`src/rtl/sobel_job_ctrl.sv`:
```
`default_nettype none
// ============================================================================
// Module   : sobel_job_ctrl
// Purpose  : CSR-mapped job controller for the Sobel HLS core: ap_start/ap_done
//            handshake, run-length cycle counter, watchdog with core abort.
// Revision : 1.0
// ============================================================================
module sobel_job_ctrl #(
    parameter logic [31:0] BASE_ADDR    = 32'h0000_0010,
    parameter int unsigned ABORT_CYCLES = 8,
    parameter logic [31:0] TIMEOUT_RST  = 32'd0
) (
    input  logic        clk_i,
    input  logic        arst_i,
    input  logic        bus_req_i,
    input  logic        bus_we_i,
    input  logic [31:0] bus_addr_bi,
    input  logic [31:0] bus_wdata_bi,
    output logic        bus_ack_o,
    output logic        bus_resp_o,
    output logic [31:0] bus_rdata_bo,
    output logic        ap_start_o,
    output logic        ap_rst_o,
    input  logic        ap_ready_i,
    input  logic        ap_done_i,
    input  logic        ap_idle_i,
    output logic        mem_lock_o,
    output logic        irq_o
);

    localparam int unsigned    ABW     = (ABORT_CYCLES > 1) ? $clog2(ABORT_CYCLES) : 1;
    localparam logic [ABW-1:0] AB_LAST = ABW'(ABORT_CYCLES - 1);

    typedef enum logic [2:0] {
        ST_IDLE  = 3'd0,
        ST_START = 3'd1,
        ST_RUN   = 3'd2,
        ST_FIN   = 3'd3,
        ST_ABORT = 3'd4
    } state_t;

    state_t         state_q, state_d;
    logic [31:0]    cnt_q, cnt_d;
    logic [31:0]    cycles_q, cycles_d;
    logic [31:0]    tmo_lim_q, tmo_lim_d;
    logic           done_q, done_d;
    logic           tmo_q, tmo_d;
    logic           serr_q, serr_d;
    logic [ABW-1:0] ab_cnt_q, ab_cnt_d;
    logic           irq_q, irq_d;
    logic           resp_q;
    logic [31:0]    rdata_q;
    logic [31:0]    rd_val;

    logic        hit, wr_ctrl, wr_tmo, rd_req;
    logic        cmd_start, cmd_clr, cmd_abort;
    logic        busy, tmo_hit, core_done;
    logic [31:0] cnt_inc;

    // Unaligned addresses are treated as outside the window.
    assign hit       = bus_req_i && (bus_addr_bi[31:4] == BASE_ADDR[31:4]) && (bus_addr_bi[1:0] == 2'b00);
    assign wr_ctrl   = hit && bus_we_i && (bus_addr_bi[3:2] == 2'd0);
    assign wr_tmo    = hit && bus_we_i && (bus_addr_bi[3:2] == 2'd3);
    assign rd_req    = hit && !bus_we_i;
    assign cmd_start = wr_ctrl && bus_wdata_bi[0];
    assign cmd_clr   = wr_ctrl && bus_wdata_bi[1];
    assign cmd_abort = wr_ctrl && bus_wdata_bi[2];

    assign busy      = (state_q == ST_START) || (state_q == ST_RUN) || (state_q == ST_ABORT);
    assign cnt_inc   = (cnt_q == 32'hFFFF_FFFF) ? cnt_q : cnt_q + 32'd1;
    assign tmo_hit   = (tmo_lim_q != 32'd0) && (cnt_q == tmo_lim_q);
    assign core_done = ap_done_i && ((state_q == ST_RUN) || ap_ready_i);

    always_comb begin
        state_d   = state_q;
        cnt_d     = cnt_q;
        cycles_d  = cycles_q;
        done_d    = done_q;
        tmo_d     = tmo_q;
        serr_d    = serr_q;
        ab_cnt_d  = ab_cnt_q;
        irq_d     = 1'b0;
        tmo_lim_d = wr_tmo ? bus_wdata_bi : tmo_lim_q;

        // Clear is applied first so a combined clear+start still launches the job.
        if (cmd_clr) begin
            done_d = 1'b0;
            tmo_d  = 1'b0;
            serr_d = 1'b0;
        end

        if (cmd_abort) begin
            state_d  = ST_ABORT;
            ab_cnt_d = AB_LAST;
        end else begin
            case (state_q)
                ST_IDLE, ST_FIN: begin
                    state_d = ST_IDLE;
                    if (cmd_start) begin
                        state_d = ST_START;
                        cnt_d   = 32'd0;
                        done_d  = 1'b0;
                        tmo_d   = 1'b0;
                    end
                end
                ST_START, ST_RUN: begin
                    cnt_d = cnt_inc;
                    if (cmd_start) begin
                        serr_d = 1'b1;
                    end
                    if (tmo_hit) begin
                        state_d  = ST_ABORT;
                        ab_cnt_d = AB_LAST;
                        tmo_d    = 1'b1;
                        irq_d    = 1'b1;
                        cycles_d = cnt_q;
                    end else if (core_done) begin
                        state_d  = ST_FIN;
                        done_d   = 1'b1;
                        irq_d    = 1'b1;
                        cycles_d = cnt_inc;
                    end else if ((state_q == ST_START) && ap_ready_i) begin
                        state_d = ST_RUN;
                    end
                end
                ST_ABORT: begin
                    if (cmd_start) begin
                        serr_d = 1'b1;
                    end
                    if (ab_cnt_q == '0) begin
                        state_d = ST_IDLE;
                    end else begin
                        ab_cnt_d = ab_cnt_q - ABW'(1);
                    end
                end
                default: state_d = ST_IDLE;
            endcase
        end
    end

    always_comb begin
        rd_val = 32'd0;
        case (bus_addr_bi[3:2])
            2'd1:    rd_val = {27'd0, serr_q, ap_idle_i, tmo_q, done_q, busy};
            2'd2:    rd_val = cycles_q;
            2'd3:    rd_val = tmo_lim_q;
            default: rd_val = 32'd0;
        endcase
    end

    always_ff @(posedge clk_i or posedge arst_i) begin
        if (arst_i) begin
            state_q   <= ST_IDLE;
            cnt_q     <= 32'd0;
            cycles_q  <= 32'd0;
            tmo_lim_q <= TIMEOUT_RST;
            done_q    <= 1'b0;
            tmo_q     <= 1'b0;
            serr_q    <= 1'b0;
            ab_cnt_q  <= '0;
            irq_q     <= 1'b0;
            resp_q    <= 1'b0;
            rdata_q   <= 32'd0;
        end else begin
            state_q   <= state_d;
            cnt_q     <= cnt_d;
            cycles_q  <= cycles_d;
            tmo_lim_q <= tmo_lim_d;
            done_q    <= done_d;
            tmo_q     <= tmo_d;
            serr_q    <= serr_d;
            ab_cnt_q  <= ab_cnt_d;
            irq_q     <= irq_d;
            resp_q    <= rd_req;
            rdata_q   <= rd_req ? rd_val : 32'd0;
        end
    end

    // Handshake outputs decode straight from the async-reset state register.
    assign ap_start_o   = (state_q == ST_START);
    assign ap_rst_o     = (state_q == ST_ABORT);
    assign mem_lock_o   = busy;
    assign irq_o        = irq_q;
    assign bus_ack_o    = bus_req_i;
    assign bus_resp_o   = resp_q;
    assign bus_rdata_bo = rdata_q;

endmodule
`default_nettype wire

```
`config.mk`:
```
export PLATFORM = sky130hd
export DESIGN_NAME = sobel_job_ctrl
export DESIGN_NICKNAME = d
export VERILOG_FILES = /design/src/rtl/sobel_job_ctrl.sv
export SDC_FILE = /design/constraint.sdc
export NUM_CORES = 1
export LEC_CHECK = 0
export ABC_CLOCK_PERIOD_IN_PS = 11060
export CAP_MARGIN = 15
export CORE_ASPECT_RATIO = 0.7
export CORE_UTILIZATION = 25
export DETAILED_ROUTE_END_ITERATION = 10
export RECOVER_POWER = 100
export SYNTH_ARGS = -nofsm -noshare
export SYNTH_HDL_FRONTEND = slang
export SYNTH_SLANG_ARGS = --single-unit
export TNS_END_PERCENT = 10
```
`constraint.sdc`:
```
create_clock -name clk_i -period 11.06 [get_ports clk_i]
set_input_delay 1.106 -clock clk_i [delete_from_list [all_inputs] [get_ports clk_i]]
set_output_delay 1.106 -clock clk_i [all_outputs]
set_load 0.1 [all_outputs]
```
==> out/results.env, run 1 <==
P_PER_AREA_mW_PER_MM2=114
VIA_COUNT_OF_THE_FIRST_GLOBAL_ROUTING_PASS=6828
FIRST_PASS_GRT_WIRE_LENGTH_UM=40700
CP-END-KIND='register'
STD_CELL_ROWS=53
POST_SYNTH_NUM_CELL_TYPES=71
CORE-AREA_MM2=0.0305
DIE_WIDTH_UM=214
CTS-HOLD-FIX-BUFFERS=0
SYNTH_MUX_AREA_FRAC=0.0943
WORSTHOLDENDPOINT='done_q'
VIAS=6958
IOS=109
MAX_CAP_VIOLATIONS=4
GRT-OVFL-TOTAL=0
SYNTH_SEQ_AREA_SHARE=0.441
POWER.SWITCHING_mW=0.276
FINALWIRELENGTH_UM=25300
DOMINANTREGCELLSYNTH='dfrtp_1'
GRTUSAGETOTAL=0.163
WORST_IR_DROP_VDD_mV=0.105
P_SEQ_FRAC=0.460
REG2REG_FROM='state_q[0]'
STDCELL_AREA_MM2=0.00977
INITIAL_CORE_UTIL=0.258
NUMBER_OF_SETUP_VIOLATIONS_IN_THE_FINAL_REPORT=0
TIMING.SETUP.TNS_PS=0
AVGROUTEDWIREPERCELL_UM=19.5
YS_WARN_COUNT=0
MIN_PERIOD_OVER_PERIOD=0.524
CTS_TREE='built'
PWR-SHARE-COMB=0.054
SYNTH_COMMONEST_CELLS='dfrtp_1 (139), nor2_1 (63), nand3_1 (53), nand2_1 (41)'
N_ANTENNA_CELL=0
DPL.HPWL_UM=17700
BUFFER_PORTS.INSERTED=108
WORST_R2R_SETUP_SLACK_PS=6700
CTS_SETUP_BUFFERS=0
SYNTH-XOR-AREA-SHARE=0.0378
AREA.GROWTH.SYNTH_TO_FINAL_PCT=23.9
FILLER_CELL_COUNT=3142
NUM-NETS-FINAL=951
FINCLKSKEW_PS=12.3
SYNTH-COMPOUND-AREA-SHARE=0.165
SYN_AREA_PER_CELL_UM2=9.76
LEAKAGEPOWER_nW=4.36
WORST_SLEW_MARGIN_REL=-1.14
FINAL_MAX_SLEW_VIOL_COUNT=211
NUMBER_OF_FLIP_FLOPS_AND_LATCHES_IN_THE_SYNTHESIZED_NETLIST=139
WORST_SETUP_PATH_START_KIND='input port'
WORSTHOLDPATHTYPE='register to register'
SYNTH-EDFF-COUNT=0
CRITICAL_PATH.REG2REG.ENDPOINT='cycles_q[3]'
SYNTH_MOST_COMMON_CELL='dfrtp_1'
HOLD-PATH-CELL-COUNT=2
TRANSITION_TIME_AT_THE_PIN_WITH_THE_LEAST_SLEW_MARGIN_PS=3200
FLOORPLAN.DIE_AREA_MM2=0.0323
NUMCTSBUFFERS=17
ASYNCSETRESETFLOPFRACSYNTH=1.00
WORST-ENDPOINT-ARRIVAL_PS=6120
DRT_PASS1_ITERATIONS=6
NET_SWITCHING_FRACTION_OF_THE_POWER=0.249
CTS_CLK_PIN_SLEW_WORST_PATHS_PS=70
ROUTE.DETAILED.DRC=0
MAX_FREQ_MHz=173
POSTROUTEANTENNANETS=0
CLOCK_POWER_SHARE=0.487
CTS-RESIZED-GATES=0
GRT_ANTENNA_BEFORE_REPAIR=0
SYNTH_TOP_AREA_CELL='dfrtp_1'
CRIT_TYPE='input port to register'
FIN_TOTAL_PWR_mW=1.11
R2R_CELLS=6
FINAL-HOLD-VIOLATION-COUNT=0
CLOCK_PATH_BUFFERS=2
FINALWEIGHTEDCONGESTION=0.945
HOLD_START='done_q'
RUN_STATUS='complete, but fails checks'
SYNTH_AREA_MM2=0.00789
FIN_WORST_HOLD_SLACK_PS=511
COMBINATIONAL_FAMILY_WITH_THE_MOST_AREA_AFTER_SYNTHESIS='simple AND/OR/NAND/NOR gates'
REQUIRED_TIME_REPORTED_FOR_THE_CRITICAL_PATH_ENDPOINT_PS=11380
DETAILEDROUTE.FIRSTITERATIONVIOLATIONS=842
POSTPLACECELLAREA_MM2=0.00924
RSZ0062_AT_GRT='no'
CRIT_FANOUT=68
SYNTH_SIMPLE_GATE_AREA_SHARE=0.202
H-TREE-DEPTH=4
DETAIL_ROUTE.VIAS_PER_CELL=5.34
SYNTH_AREA_LEADERS='dfrtp_1 (44%), mux2_2 (4.7%), mux2i_1 (3.8%), xor2_1 (3.6%), nand3_1 (3.4%)'
CLK-INSERTION-DELAY-LATE_PS=440
FIN_WS_PS=5270
ADDER_CELL_SHARE_OF_THE_SYNTHESIZED_AREA=0.00476
CLKSINKCOUNT=139
GRT_START_MAX_NET_PINS=71
SYNTHESIS.INSTANCES=808
DETAILEDPLACE.WORSTSLACK_PS=7060
MAPPEDNETLISTNETS=882
DIE_Y_UM=151
P_INT_mW=0.834
SYNTH_TOP_AREA_FRAC=0.441
CLOCK_TREE.ROOT_CELL='clkbuf_16'
FAILED_CHECKS='capacitance limit, slew limit'
RATIO_OF_CELLS_WITH_DRIVE_ABOVE_1_IN_THE_FINAL_LAYOUT=0.122
FIN_CRIT_PS=5790
[worst max-delay path, stage by stage]
cell and delay (ps):
dlygate4sd3_1 740, nor2_1 140, and3_1 230, and3_1 170
clkbuf_1 490, nor2_4 260, clkbuf_1 2240, nand3_1 320
o221a_2 380
[power by group through the flow]
stage	registers [mW]	clock network [mW]	logic (mW)
2_1_floorplan	0.519	0	0.0254
4_1_cts	0.510	0.548	0.0606
3_3_place_gp	0.519	0	0.0603
6_report	0.510	0.540	0.0595
3_5_place_dp	0.519	0	0.0604
5_1_grt	0.510	0.576	0.0647
[logic make-up after synthesis]
kind of cell	after synthesis
mux	69
fa+ha+maj	3
buf+inv	96
compound gates	173
simple gates	294
flops	139
xor+xnor	34
[worst max-delay path by stage]
stage                    start          end  slack (ps)  cells past startpoint
5_1_grt         bus_addr_bi[3]  cycles_q[6]        4990                      9
3_3_place_gp   bus_addr_bi[18]    cnt_q[29]        7060                      7
4_1_cts             state_q[0]   mem_lock_o        7050                      4
3_5_place_dp   bus_addr_bi[18]    cnt_q[29]        7060                      7
2_1_floorplan           arst_i  ab_cnt_q[0]        6230                      1
6_report        bus_addr_bi[3]  cycles_q[3]        5270                      9
[cells in the final DEF (no fill, tap or decap), types with 8 or more instances in the layout]
cell	n
a211o_1	8
a21o_1	8
a21oi_1	23
and3_1	12
and4_1	11
clkbuf_16	17
clkdlybuf4s50_1	66
dfrtp_1	139
dlygate4sd3_1	41
inv_1	26
mux2_2	33
mux2i_1	30
nand2_1	42
nand3_1	53
nand4_1	25
nor2_1	62
nor3_1	26
nor4_1	33
o211a_1	10
o211ai_1	9
o21ai_0	32
o21bai_1	8
o221a_2	13
xor2_1	32
[through the flow]
stage	instances	util
6_report	1302	0.320
5_1_grt	1302	0.320
4_1_cts	1302	0.321
3_5_place_dp	1270	0.303
3_3_place_gp	1270	0.303
2_1_floorplan	808	-
[routing by layer]
layer,global-route usage,share of wire,up-vias
met2,0.229,0.41,370
met1,0.240,0.48,3382
met3,0.0507,0.10,38
met4,0.0386,0.014,0
li1,-,-,3168
met5,0,0,-
[state kept, by name, summed over array words and instances, names as in the netlist]
signal and count:
bus_rdata_bo 32, cnt_q 32, cycles_q 32, tmo_lim_q 32, ab_cnt_q 3, state_q 3, bus_resp_o 1, done_q 1
irq_o 1, serr_q 1, tmo_q 1
[layout make-up]
type                       count  area, µm²  share of cell area
clock buffer                  17        425              0.0435
clock inverter                15        129              0.0132
inverter                      27        103              0.0105
multi-input combinational    573       3980               0.407
sequential                   139       3480               0.356
tap                          412        515              0.0528
timing repair buffer         119       1140               0.117
(Power assumes the default switching activity.)
==> run 2, diff against run 1 <==
ABC_CLOCK_PERIOD_IN_PS = 4800   (was 11060)
clock period = 4.8 ns   (was 11.06 ns; I/O delays follow)
==> run 2 against run 1 <==
  * Register-to-register slack lost 5800 ps
  * Clock skew is 3.8 ps lower
  * Via count is 0.53% higher
  * Critical endpoint is now cycles_q[2]
  * Wire length up 1.7%
  * Hold slack worse by 130 ps
  * Die area unchanged
  * Utilization rose by 0.30 points
  * First-iteration DRC count rose by 4.8%
  * Count of clock-buffer cells in the layout increased by 4
  * The run still ends with capacitance limit, slew limit left
  * Non-clock buffer count grew 6
  * Combinational power is 140% higher
==> out/results.env, run 2 (synthesized netlist as in run 1, its figures left out) <==
RUN_STATUS='complete, but fails checks'
FAILED_CHECKS='capacitance limit, slew limit'
CTS-RESIZED-GATES=0  # unchanged
AVGROUTEDWIREPERCELL_UM=19.7  # +1.3%
HOLD_START='bus_addr_bi[2]'
FINAL_MAX_SLEW_VIOL_COUNT=86  # -59%
CTS_SETUP_BUFFERS=0  # unchanged
BUFFER_PORTS.INSERTED=108  # unchanged
FINCLKSKEW_PS=8.57  # -3.78 ps
WORST_SLEW_MARGIN_REL=-0.682  # +0.461
NUMCTSBUFFERS=17  # unchanged
LEAKAGEPOWER_nW=4.42  # +1.4%
GRT_ANTENNA_BEFORE_REPAIR=0  # unchanged
P_INT_mW=2.07  # +150%
RSZ0062_AT_GRT='no'
MAX_CAP_VIOLATIONS=2  # -2
CTS_TREE='built'
HOLD-PATH-CELL-COUNT=3  # +1
FIN_WORST_HOLD_SLACK_PS=380  # -131 ps
POST-ROUTE-UTIL=0.323  # +0.00295
NET_SWITCHING_FRACTION_OF_THE_POWER=0.216  # -0.0329
R2R_CELLS=7  # +1
DPL.HPWL_UM=18300  # +3.3%
NUM-NETS-FINAL=957  # +0.63%
RATIO_OF_CELLS_WITH_DRIVE_ABOVE_1_IN_THE_FINAL_LAYOUT=0.122  # -0.000684
FIN_CRIT_PS=3900
CP-END-KIND='register'
VIA_COUNT_OF_THE_FIRST_GLOBAL_ROUTING_PASS=6649  # -2.6%
REG2REG_FROM='cnt_q[2]'
POSTROUTEANTENNANETS=0  # unchanged
DIE_WIDTH_UM=214  # unchanged
CTS_CLK_PIN_SLEW_WORST_PATHS_PS=60  # about the same
AREA.GROWTH.SYNTH_TO_FINAL_PCT=25.1
FINALWIRELENGTH_UM=25800  # +1.7%
REQUIRED_TIME_REPORTED_FOR_THE_CRITICAL_PATH_ENDPOINT_PS=5110  # -6270 ps
CLK-INSERTION-DELAY-LATE_PS=430  # about the same
N_ANTENNA_CELL=0  # unchanged
TIMING.SETUP.TNS_PS=0  # unchanged
NUMBER_OF_SETUP_VIOLATIONS_IN_THE_FINAL_REPORT=0  # unchanged
CLOCK_PATH_BUFFERS=2  # unchanged
MIN_PERIOD_OVER_PERIOD=0.813
CRIT_FANOUT=21  # -69%
MOST-COMMON-LAYOUT-CELLS='dfrtp_1 (139), clkdlybuf4s50_1 (66), nor2_1 (63)'
POWER.SWITCHING_mW=0.571  # +110%
DRT_PASS1_ITERATIONS=6  # unchanged
GRT_START_MAX_NET_PINS=117  # +65%
CLOCK_POWER_SHARE=0.503  # +0.016
PWR-SHARE-COMB=0.053  # about the same
TRANSITION_TIME_AT_THE_PIN_WITH_THE_LEAST_SLEW_MARGIN_PS=2510  # -687 ps
CTS-HOLD-FIX-BUFFERS=0  # unchanged
WORSTHOLDPATHTYPE='input port to register'
LAYOUT_COMMONEST_CELL='dfrtp_1'
DIE_Y_UM=151  # unchanged
WORST_SETUP_PATH_START_KIND='register'
P_PER_AREA_mW_PER_MM2=268  # +140%
CRIT_PATH_START='cnt_q[2]'
CORE-AREA_MM2=0.0305  # unchanged
FINAL-HOLD-VIOLATION-COUNT=0  # unchanged
GRT-OVFL-TOTAL=0  # unchanged
P_SEQ_FRAC=0.444  # -0.016
CLOCK_TREE.ROOT_CELL='clkbuf_16'
CLKSINKCOUNT=139  # unchanged
ROUTE.DETAILED.DRC=0  # unchanged
INITIAL_CORE_UTIL=0.258  # unchanged
WORST-ENDPOINT-ARRIVAL_PS=4210  # -1910 ps
FLOORPLAN.DIE_AREA_MM2=0.0323  # unchanged
DETAILEDROUTE.FIRSTITERATIONVIOLATIONS=882  # +4.8%
DETAIL_ROUTE.VIAS_PER_CELL=5.35  # +0.15%
FIRST_PASS_GRT_WIRE_LENGTH_UM=40300  # -0.90%
CRIT_TYPE='register to register'
MAX_FREQ_MHz=256
WORST_IR_DROP_VDD_mV=0.166  # +57%
H-TREE-DEPTH=4  # unchanged
FINALWEIGHTEDCONGESTION=0.935  # -1.1%
IOS=109  # unchanged
VIAS=6995  # +0.53%
GRTUSAGETOTAL=0.163  # -0.000565
STD_CELL_ROWS=53  # unchanged
[run 2: final cells by class]
type / count / area, µm²
Fill cell: 3157 / 20600
Multi-Input combinational cell: 573 / 3960
Sequential cell: 139 / 3480
Timing Repair Buffer: 125 / 1210
Tap cell: 412 / 515
Clock buffer: 21 / 450
Clock inverter: 10 / 143
Inverter: 27 / 103
[run 2: final timing paths]
kind | endpoint | slack, ps
max in group asynchronous | state_q[0] | 1510
worst min-delay path | bus_rdata_bo[0] | 380
worst max-delay path | cycles_q[2] | 900
worst max register to register | cycles_q[2] | 900
min in group asynchronous | tmo_lim_q[24] | 1200
worst min register to register | ab_cnt_q[1] | 500
[run 2: critical path: stages (launching register included)]
cell and delay [ps]:
dfrtp_1 670, xor2_1 200, nor4_2 290, nand4_1 310, o31ai_1 680, nand2_1 390
inv_1 820, mux2_2 420
[run 2: layer usage]
| layer | vias up | GRT usage | routed length (µm) |
|---|---|---|---|
| li1 | 3175 | - | - |
| met1 | 3420 | 0.241 | 12200 |
| met2 | 367 | 0.229 | 10600 |
| met3 | 33 | 0.0489 | 2540 |
| met4 | 0 | 0.0350 | 395 |
| met5 | - | 0 | 0 |
[run 2: power by group through the flow]
stage / Clock (mW) / Sequential [mW] / Combinational (mW)
after floorplan: 0 / 1.20 / 0.0586
after global placement: 0 / 1.20 / 0.139
after detailed placement: 0 / 1.20 / 0.139
after CTS: 1.35 / 1.18 / 0.140
after global routing: 1.40 / 1.17 / 0.152
final: 1.33 / 1.18 / 0.140
[run 2: through the flow]
stage	setup slack [ps]	cell area (µm²)	power, mW	cells
final	897	9860	2.64	1307
after global routing	740	9860	2.73	1307
after CTS	1410	9870	2.66	1305
after detailed placement	1330	9280	1.34	1274
after global placement	1380	9280	1.33	1274
after floorplan	595	7890	1.25	808
==> run 3, diff against run 2 <==
ABC_CLOCK_PERIOD_IN_PS = 3300   (was 4800)
clock period = 3.3 ns   (was 4.8 ns; I/O delays follow)
==> run 3 against run 2 <==
  * Power rose by 44%
  * Via count increased by 0.19%
  * Register-to-register slack worse by 590 ps
  * Largest cell class unchanged
  * Clock power grew 42%
  * The flow still finishes with violations (capacitance limit, slew limit)
  * Critical path type unchanged
  * Die area unchanged
  * Clock skew barely moved
  * Cell count up 2.1%
  * First-iteration DRC count decreased by 1.5%
  * Sequential power is 45% higher
  * Global-route usage increased by 0.34 points
  * Cell area is 1.5% higher
==> out/results.env, run 3 (synthesized netlist as in run 1, its figures left out) <==
STD_CELL_ROWS=53  # unchanged
FAILED_CHECKS='capacitance limit, slew limit'
WORST_SLEW_MARGIN_REL=-0.122  # +0.559
GRT_START_MAX_NET_PINS=67  # -43%
LAYOUT_COMMONEST_CELL='dfrtp_1'
FIRST_PASS_GRT_WIRE_LENGTH_UM=41200  # +2.1%
FIN_CRIT_PS=2990  # -913 ps
GRT-OVFL-TOTAL=0  # unchanged
DETAIL_ROUTE.VIAS_PER_CELL=5.25  # -1.8%
GRT_ANTENNA_BEFORE_REPAIR=0  # unchanged
NUM-NETS-FINAL=983  # +2.7%
N_ANTENNA_CELL=0  # unchanged
RATIO_OF_CELLS_WITH_DRIVE_ABOVE_1_IN_THE_FINAL_LAYOUT=0.151  # +0.0290
CLOCK_TREE.ROOT_CELL='clkbuf_16'
WORSTHOLDPATHTYPE='input port to register'
P_PER_AREA_mW_PER_MM2=380  # +42%
FINAL-HOLD-VIOLATION-COUNT=0  # unchanged
MOST-COMMON-LAYOUT-CELLS='dfrtp_1 (139), clkdlybuf4s50_1 (67), nor2_1 (63)'
H-TREE-DEPTH=4  # unchanged
FINALWEIGHTEDCONGESTION=0.925  # -1.0%
WORST_IR_DROP_VDD_mV=0.325  # +96%
CP-END-KIND='register'
LEAKAGEPOWER_nW=4.52  # +2.3%
TIMING.SETUP.TNS_PS=0  # unchanged
DETAILEDROUTE.FIRSTITERATIONVIOLATIONS=869  # -1.5%
DETAILEDPLACE.WORSTSLACK_PS=427  # -899 ps
POST-ROUTE-UTIL=0.328  # +0.00476
INITIAL_CORE_UTIL=0.258  # unchanged
FIN_WS_PS=310  # -587 ps
DIE_Y_UM=151  # unchanged
RSZ0062_AT_GRT='no'
RUN_STATUS='complete, but fails checks'
CTS-HOLD-FIX-BUFFERS=0  # unchanged
CTS_CLK_PIN_SLEW_WORST_PATHS_PS=70  # about the same
NUMBER_OF_SETUP_VIOLATIONS_IN_THE_FINAL_REPORT=0  # unchanged
FINAL_MAX_SLEW_VIOL_COUNT=33  # -62%
DPL.HPWL_UM=19300  # +5.5%
POSTROUTEANTENNANETS=0  # unchanged
CTS-RESIZED-GATES=0  # unchanged
CTS_SETUP_BUFFERS=0  # unchanged
CRIT_TYPE='register to register'
FLOORPLAN.DIE_AREA_MM2=0.0323  # unchanged
NUMCTSBUFFERS=17  # unchanged
CORE-AREA_MM2=0.0305  # unchanged
CLKSINKCOUNT=139  # unchanged
AVGROUTEDWIREPERCELL_UM=19.6  # -0.37%
CLK-INSERTION-DELAY-LATE_PS=440  # about the same
CLOCK_PATH_BUFFERS=2  # unchanged
MIN_PERIOD_OVER_PERIOD=0.906  # +0.0928
WORST-ENDPOINT-ARRIVAL_PS=3310  # -900 ps
FIN_WORST_HOLD_SLACK_PS=393  # +12.7 ps
FINALWIRELENGTH_UM=26200  # +1.7%
AREA.GROWTH.SYNTH_TO_FINAL_PCT=26.9
FILLER_CELL_COUNT=3123  # -1.1%
WORST_SETUP_PATH_START_KIND='register'
BUFFER_PORTS.INSERTED=108  # unchanged
FINCLKSKEW_PS=8.79  # +0.225 ps
MAX_FREQ_MHz=334  # +31%
VIA_COUNT_OF_THE_FIRST_GLOBAL_ROUTING_PASS=6844  # +2.9%
DIE_WIDTH_UM=214  # unchanged
REQUIRED_TIME_REPORTED_FOR_THE_CRITICAL_PATH_ENDPOINT_PS=3620  # -1490 ps
VIAS=7008  # +0.19%
IOS=109  # unchanged
DRT_PASS1_ITERATIONS=6  # unchanged
ROUTE.DETAILED.DRC=0  # unchanged
GRTUSAGETOTAL=0.166  # +0.00338
CTS_TREE='built'
MAX_CAP_VIOLATIONS=1  # -1
TRANSITION_TIME_AT_THE_PIN_WITH_THE_LEAST_SLEW_MARGIN_PS=1670  # -834 ps
CRIT_FANOUT=8  # -62%
==> run 3: cell types whose count changed in the layout (fill, tap and decap cells not counted), moves of 2 or more <==
cell / change
clkbuf_1: +2
clkinv_4: +2
inv_8: +2
dlygate4sd3_1: -5
clkbuf_2: +2
clkinvlp_4: -3
buf_12: +2
bufinv_16: -2
buf_4: +22
inv_6: +5
==> run 3: area by class of cell <==
class | instances | area (µm²) | share of cell area
Multi-Input combinational cell | 573 | 3960 | 0.396
Sequential cell | 139 | 3480 | 0.348
Timing Repair Buffer | 151 | 1370 | 0.137
Tap cell | 412 | 515 | 0.0515
Clock buffer | 17 | 425 | 0.0425
Clock inverter | 15 | 149 | 0.0149
Inverter | 27 | 103 | 0.0103
==> run 3: worst paths after layout <==
kind                                start           to  slack, ps  depth (start not counted)
setup / recovery                cnt_q[23]  cycles_q[3]        310                          7
hold / removal             bus_addr_bi[2]       done_q        390                          5
setup reg to reg                cnt_q[23]  cycles_q[3]        310                          7
hold reg to reg               ab_cnt_q[1]  ab_cnt_q[1]        490                          1
max in group asynchronous          arst_i    cnt_q[15]        820                          3
min in group asynchronous          arst_i   bus_resp_o        750                          2
==> run 3: critical path, stage by stage, from the launching register on <==
cell and delay [ps]:
dfrtp_1 500, xor2_1 190, nor4_1 530, nand4_1 340, or3_1 510, clkbuf_1 320
a211o_1 360, o221a_2 130
==> run 3: where the power goes <==
group / internal (mW) / switching (mW) / total [mW]
sequential: 1.71 / 0.00170 / 1.71
combinational: 0.105 / 0.100 / 0.205
clock: 1.06 / 0.825 / 1.89
total: 2.87 / 0.927 / 3.80
==> run 3: per-stage QoR <==
step | std cells | area [µm²] | power (mW)
2_1_floorplan | 808 | 7890 | 1.82
3_3_place_gp | 1302 | 9520 | 1.95
3_5_place_dp | 1302 | 9520 | 1.95
4_1_cts | 1334 | 10100 | 3.83
5_1_grt | 1334 | 10000 | 3.93
6_report | 1334 | 10000 | 3.80
==> run 3: metal layers <==
layer | vias up | part of all wire | GRT usage
li1 | 3222 | - | -
met1 | 3430 | 0.49 | 0.240
met2 | 316 | 0.40 | 0.234
met3 | 40 | 0.085 | 0.0533
met4 | 0 | 0.017 | 0.0457
met5 | - | 0 | 0
